<file path="src/rtl/soldnum_pkg.sv">
// soldnum_pkg: glyphs, segment bit order and scan slots shared by
// soldnum_scan_display and its helpers.
package soldnum_pkg;

    localparam int SEG_A  = 0;
    localparam int SEG_B  = 1;
    localparam int SEG_C  = 2;
    localparam int SEG_D  = 3;
    localparam int SEG_E  = 4;
    localparam int SEG_F  = 5;
    localparam int SEG_G  = 6;
    localparam int SEG_DP = 7;

    typedef logic [7:0] glyph_t;

    // Active-high glyphs for 0..F, entry 0 in the low byte
    localparam logic [15:0][7:0] GLYPH_HEX = {
        8'h71, 8'h79, 8'h5E, 8'h39, 8'h7C, 8'h77, 8'h6F, 8'h7F,
        8'h07, 8'h7D, 8'h6D, 8'h66, 8'h4F, 8'h5B, 8'h06, 8'h3F
    };

    localparam glyph_t GLYPH_H     = 8'h76;
    localparam glyph_t GLYPH_DASH  = 8'(1 << SEG_G);
    localparam glyph_t GLYPH_DP    = 8'(1 << SEG_DP);
    localparam glyph_t GLYPH_BLANK = 8'h00;

    localparam logic [2:0] SLOT_SEP  = 3'd5;
    localparam logic [2:0] SLOT_LANE = 3'd6;
    localparam logic [2:0] SLOT_H    = 3'd7;

    function automatic int pow10(input int n);
        int r;
        r = 1;
        for (int i = 0; i < n; i++) r = r * 10;
        return r;
    endfunction

endpackage

</file>
<file path="src/rtl/bin2bcd_seq.sv">
// bin2bcd_seq: multi-cycle double-dabble binary to BCD engine.
// One shift/add-3 step per clock; done marks the commit cycle.
module bin2bcd_seq #(
    parameter int CNT_W = 10,
    parameter int NDIG  = 3
) (
    input  logic                clk,
    input  logic                EN,
    input  logic                start,
    input  logic [CNT_W-1:0]    bin,
    output logic                done,
    output logic [4*NDIG-1:0]   bcd
);

    localparam int W  = 4 * NDIG + CNT_W;
    localparam int CW = $clog2(CNT_W + 1);

    logic [W-1:0]  sr;
    logic [CW-1:0] cnt;
    logic          run;

    function automatic logic [W-1:0] dabble(input logic [W-1:0] v);
        logic [W-1:0] r;
        r = v;
        for (int d = 0; d < NDIG; d++) begin
            if (r[CNT_W+4*d +: 4] > 4'd4)
                r[CNT_W+4*d +: 4] = r[CNT_W+4*d +: 4] + 4'd3;
        end
        return r << 1;
    endfunction

    always_ff @(posedge clk or negedge EN) begin
        if (!EN) begin
            sr  <= '0;
            cnt <= '0;
            run <= 1'b0;
        end else if (start) begin
            sr  <= W'(bin);
            cnt <= CW'(CNT_W);
            run <= 1'b1;
        end else if (run) begin
            if (cnt != '0) begin
                sr  <= dabble(sr);
                cnt <= cnt - CW'(1);
            end else begin
                run <= 1'b0;
            end
        end
    end

    assign done = run && (cnt == '0);
    assign bcd  = sr[W-1 -: 4*NDIG];

endmodule

</file>
<file path="src/rtl/soldnum_scan_display.sv">
// soldnum_scan_display: double-buffered 8-digit scan driver for one lane's
// sold count. Define SOLDNUM_LZB_EN to blank leading zero count digits.
import soldnum_pkg::*;

module soldnum_scan_display #(
    parameter int SCAN_DIV = 25000,
    parameter int CNT_W    = 10,
    parameter int NDIG     = 3,
    parameter int LANE_W   = 3
) (
    input  logic              clk,
    input  logic              EN,
    input  logic [LANE_W-1:0] lane,
    input  logic [CNT_W-1:0]  sold,
    input  logic              load,
    output logic              busy,
    output logic [7:0]        seg_en,
    output logic [7:0]        seg_out
);

    localparam int DW = $clog2(SCAN_DIV);
    localparam logic [DW-1:0] DIV_LAST = DW'(SCAN_DIV - 1);
    localparam logic [31:0] DEC_MAX = 32'(pow10(NDIG) - 1);
`ifdef SOLDNUM_LZB_EN
    localparam bit LZB = 1'b1;
`else
    localparam bit LZB = 1'b0;
`endif

    logic              capture, commit, restart, start;
    logic              done, pending, tick;
    logic              in_ovf, sh_ovf;
    logic [LANE_W-1:0] in_lane, sh_lane;
    logic [4*NDIG-1:0] bcd, sh_bcd;
    logic [DW-1:0]     div;
    logic [2:0]        idx;
    logic [31:0]       bcd_pad;
    logic [3:0]        dig;
    glyph_t            glyph;

    assign capture = load && !busy;
    assign commit  = busy && done;
    // A load on the commit cycle itself is folded into the re-sample
    assign restart = commit && (pending || load);
    assign start   = capture || restart;
    assign tick    = (div == DIV_LAST);

    bin2bcd_seq #(
        .CNT_W (CNT_W),
        .NDIG  (NDIG)
    ) u_bcd (
        .clk   (clk),
        .EN    (EN),
        .start (start),
        .bin   (sold),
        .done  (done),
        .bcd   (bcd)
    );

    always_ff @(posedge clk or negedge EN) begin
        if (!EN) begin
            busy    <= 1'b0;
            pending <= 1'b0;
            in_lane <= '0;
            in_ovf  <= 1'b0;
            sh_bcd  <= '0;
            sh_lane <= '0;
            sh_ovf  <= 1'b0;
        end else begin
            if (start) begin
                in_lane <= lane;
                in_ovf  <= 32'(sold) > DEC_MAX;
            end
            if (capture) busy <= 1'b1;
            if (commit) begin
                sh_bcd  <= bcd;
                sh_lane <= in_lane;
                sh_ovf  <= in_ovf;
                busy    <= restart;
                pending <= 1'b0;
            end else if (load && busy) begin
                pending <= 1'b1;
            end
        end
    end

    always_comb begin
        bcd_pad = 32'(sh_bcd);
        dig     = bcd_pad[{idx, 2'b00} +: 4];
        glyph   = GLYPH_BLANK;
        unique case (1'b1)
            idx == SLOT_H:    glyph = GLYPH_H;
            idx == SLOT_LANE: glyph = GLYPH_HEX[4'(sh_lane)];
            idx == SLOT_SEP:  glyph = GLYPH_DP;
            int'(idx) < NDIG: begin
                if (sh_ovf)
                    glyph = GLYPH_DASH;
                else if (LZB && idx != 3'd0 &&
                         (bcd_pad >> {idx, 2'b00}) == 32'd0)
                    glyph = GLYPH_BLANK;
                else
                    glyph = GLYPH_HEX[dig];
            end
            default: glyph = GLYPH_BLANK;
        endcase
    end

    // Enable and segments load on the same edge, so they never disagree
    always_ff @(posedge clk or negedge EN) begin
        if (!EN) begin
            div     <= '0;
            idx     <= 3'd0;
            seg_en  <= 8'hFF;
            seg_out <= 8'hFF;
        end else if (tick) begin
            div     <= '0;
            idx     <= idx + 3'd1;
            seg_en  <= ~(8'd1 << idx);
            seg_out <= ~glyph;
        end else begin
            div <= div + DW'(1);
        end
    end

endmodule

</file>
<file path="config.mk">
export PLATFORM = sky130hd
export DESIGN_NAME = soldnum_scan_display
export DESIGN_NICKNAME = d
export VERILOG_FILES = /design/src/rtl/soldnum_pkg.sv /design/src/rtl/bin2bcd_seq.sv /design/src/rtl/soldnum_scan_display.sv
export SDC_FILE = /design/constraint.sdc
export NUM_CORES = 1
export LEC_CHECK = 0
export CAP_MARGIN = 30
export CORE_UTILIZATION = 55
export CTS_CLUSTER_DIAMETER = 30
export CTS_CLUSTER_SIZE = 30
export DETAILED_ROUTE_END_ITERATION = 10
export MAX_ROUTING_LAYER = met4
export PLACE_DENSITY = 0.71
export SYNTH_ARGS = -nofsm -noshare
export SYNTH_HDL_FRONTEND = slang
export SYNTH_HIERARCHICAL = 1
export SYNTH_SLANG_ARGS = --single-unit
</file>
<file path="constraint.sdc">
create_clock -name clk -period 4.52 [get_ports clk]
set_input_delay 1.356 -clock clk [delete_from_list [all_inputs] [get_ports clk]]
set_output_delay 1.356 -clock clk [all_outputs]
set_load 0.05 [all_outputs]
</file>
==> out/results.txt <==
crit-path leading delay family = buffers and inverters
fin area = 5130 um^2
Total Neg Setup Slack = 0 ns
Post-CTS Resized = 0
die height = 93.6 um
Max stage delay on crit path = 0.81 ns
Int Pwr = 0.00170 W
Mapped Nets = 488
status = finished, final reports clean
Synth area leaders = dfrtp_1 (36%), dfstp_2 (8.5%), ha_1 (6.0%), mux2_2 (5.1%), a21oi_1 (3.4%)
Hold Crit Depth = 2
CTS H-tree depth = 3
nets = 501
actual slew at the worst max-slew pin = 0.768 ns
Total GRT Usage = 0.231
Required @ worst endpoint = 3.16 ns
GPL Wtd Cong = 0.881
Max Fclk = 326 MHz
Async SR Flop Fraction = 1.00
P_sw = 0.000949 W
Max-Slew Margin vs Limit = 0.488
Sequential Power Share = 0.411
R2R cell count = 10
Clock Sinks = 82
pwr/cell area = 516 nW/um^2
number of synthesized flops with an enable pin = 0
WP data arrival = 1.71 ns
post-DP HPWL = 6.05 mm
Horiz. Die Dim = 93.6 um
post-CTS setup repair buffer count = 0
total iterations of the first detailed-routing run = 5
fin crit share = 0.679
GRT overflow = 0
Post-Route WL = 8.81 mm
worst hold slack = 0.479 ns
First DRT Iteration DRCs = 120
area of the mapped netlist = 4620 um^2
commonest cells after routing, fill and taps aside = dfrtp_1 (67), nand2_1 (34), clkdlybuf4s50_1 (31)
io pins = 33
switching portion of total power = 0.359
Gate power share = 0.373
# DRC = 0
FP Rows = 33
CTS hold repair buffers = 0
proportion of layout cells with a drive suffix above 1 = 0.162
crit-path max FO = 2
Via Count = 3313
CTS clk-pin slew, worst paths = 0.09 ns
Fin. Hold Viols = 0
Worst Hold Class = register to register
first-pass GRT wire length = 15.3 mm
CP Capture Type = primary output
Setup CP Type = register to primary output
CP bufs+invs = 1
distinct cell type count after synthesis = 72
number of antenna violations at the first check in global routing = 0
TritonCTS clock tree = done
share of the synthesized area in the top cell type = 0.363
clk_skew = 0.0136 ns
Ys Warns = 6
Root Buffer = clkbuf_8
mean post-synth cell area = 10.3 um^2
clock latency on the worst-skew pair = 0.36 ns
leading area contributor after synthesis = dfrtp_1
CTS max path bufs = 2
total core area = 8180 um^2
setup violators final = 0
largest net degree at the start of global routing = 53
# diodes = 0
Worst Setup Start Kind = register
main flop type after synthesis = dfrtp_1
Post-DP Area = 4920 um^2
die area = 8770 um^2
peak supply drop = 0.000277 V
most common cell after layout, fill and taps aside = dfrtp_1
sequential fraction of the synthesis area = 0.448
routed vias/inst = 5.78
RSZ-0062 raised after global routing = false
Initial Util = 0.565
Lkg Pwr = 2.29 nW
antenna viol nets, final = 0
max cap viols = 0
Worst path depth = 1
Critical Path, Cell by Cell = clkdlybuf4s50_1
clock share of power = 0.217
vias in the first global route = 3253
Final Critical Period = 3.07 ns
FF+latch count, synth = 82
Inserted Clock Buffers = 9
port bufs = 32
Crit-path slowest cell = clkdlybuf4s50_1
Synth-to-Final Area Change = 11.1%
Synth Instances = 450
max-slew violations = 0
wire per inst = 15.4 um
## sequential cells by signal (all words and copies together) (netlist names)
name / count
pending: 1
busy: 1
u_bcd/sr: 22
div: 15
seg_out: 8
in_lane: 3
sh_ovf: 1
seg_en: 7
u_bcd/run: 1
sh_lane: 3
in_ovf: 1
sh_bcd: 12
idx: 3
u_bcd/cnt: 4
## logic make-up after synthesis
group,count (synthesis),share of synthesized area
buf+inv,55,0.0609
simple gates,144,0.169
fa+ha+maj,22,0.0596
xor+xnor,14,0.0265
compound gates,106,0.170
flops,82,0.448
mux,27,0.0655
## power by group through the flow
| stage | sequential [W] | combinational, W | clock [W] |
|---|---|---|---|
| 2_1_floorplan | 0.00104 | 0.000862 | 0 |
| 3_3_place_gp | 0.00109 | 0.000946 | 0 |
| 3_5_place_dp | 0.00110 | 0.000989 | 0 |
| 4_1_cts | 0.00109 | 0.000993 | 0.000591 |
| 5_1_grt | 0.00112 | 0.00111 | 0.000620 |
| 6_report | 0.00109 | 0.000986 | 0.000574 |
## cell usage after synthesis (2+ instances only)
master	n
clkbuf_1	10
a211oi_1	2
nand4_1	7
buf_4	14
a211o_1	2
mux2_1	2
buf_2	6
mux2_2	21
dfrtp_1	67
nor2b_1	14
nand2_1	34
xnor2_1	6
inv_1	20
ha_1	22
dfstp_2	15
and4bb_1	2
o32ai_2	4
a2111oi_0	2
nand2b_1	7
or3_1	4
a221oi_1	2
a221o_1	4
a311oi_1	4
mux2i_1	3
o21a_1	4
a21oi_1	31
nor2_1	22
o21ai_0	9
o21bai_1	3
o41ai_2	2
o31ai_1	4
o21ai_1	10
buf_6	2
a21o_1	7
and2_1	4
and3_1	5
nand3_1	20
nor3_1	12
xor2_1	8
## stage by stage
stage / setup WS (ns) / std cells / util / power, W
floorplan: 1.86 / 450 / - / 0.00191
global placement: 1.45 / 556 / 0.598 / 0.00204
detailed placement: 1.41 / 557 / 0.601 / 0.00209
CTS: 1.43 / 573 / 0.628 / 0.00267
global route: 1.34 / 573 / 0.628 / 0.00285
finish: 1.45 / 573 / 0.628 / 0.00265
## per-layer routing
metal,GRT usage,part of all wire
met5,-,0
met1,0.287,0.46
met2,0.379,0.50
met4,0.0667,0.0096
met3,0.0537,0.035
## layout make-up
class	count	area, um^2
Clock inverter	1	30.0
Timing Repair Buffer	35	360
Multi-Input combinational cell	313	2270
Inverter	22	82.6
Clock buffer	15	186
Tap cell	105	131
Fill cell	697	3040
Sequential cell	82	2070
## path summary, 6_finish.rpt
check / startpoint / endpoint / slack, ns
min in group asynchronous: EN / div[11]$_DFF_PN0_ / 0.93
min: seg_out[2]$_DFFE_PN1N_ / seg_out[2]$_DFFE_PN1N_ / 0.48
max reg2reg: u_bcd/cnt[0]$_DFFE_PN0P_ / u_bcd/sr[9]$_DFFE_PN0P_ / 1.62
min reg2reg: seg_out[2]$_DFFE_PN1N_ / seg_out[2]$_DFFE_PN1N_ / 0.48
max in group asynchronous: EN / sh_lane[2]$_DFFE_PN0P_ / 3.00
max: seg_out[1]$_DFFE_PN1N_ / seg_out[1] / 1.45
Note: power is estimated with default switching activity, not from simulation.
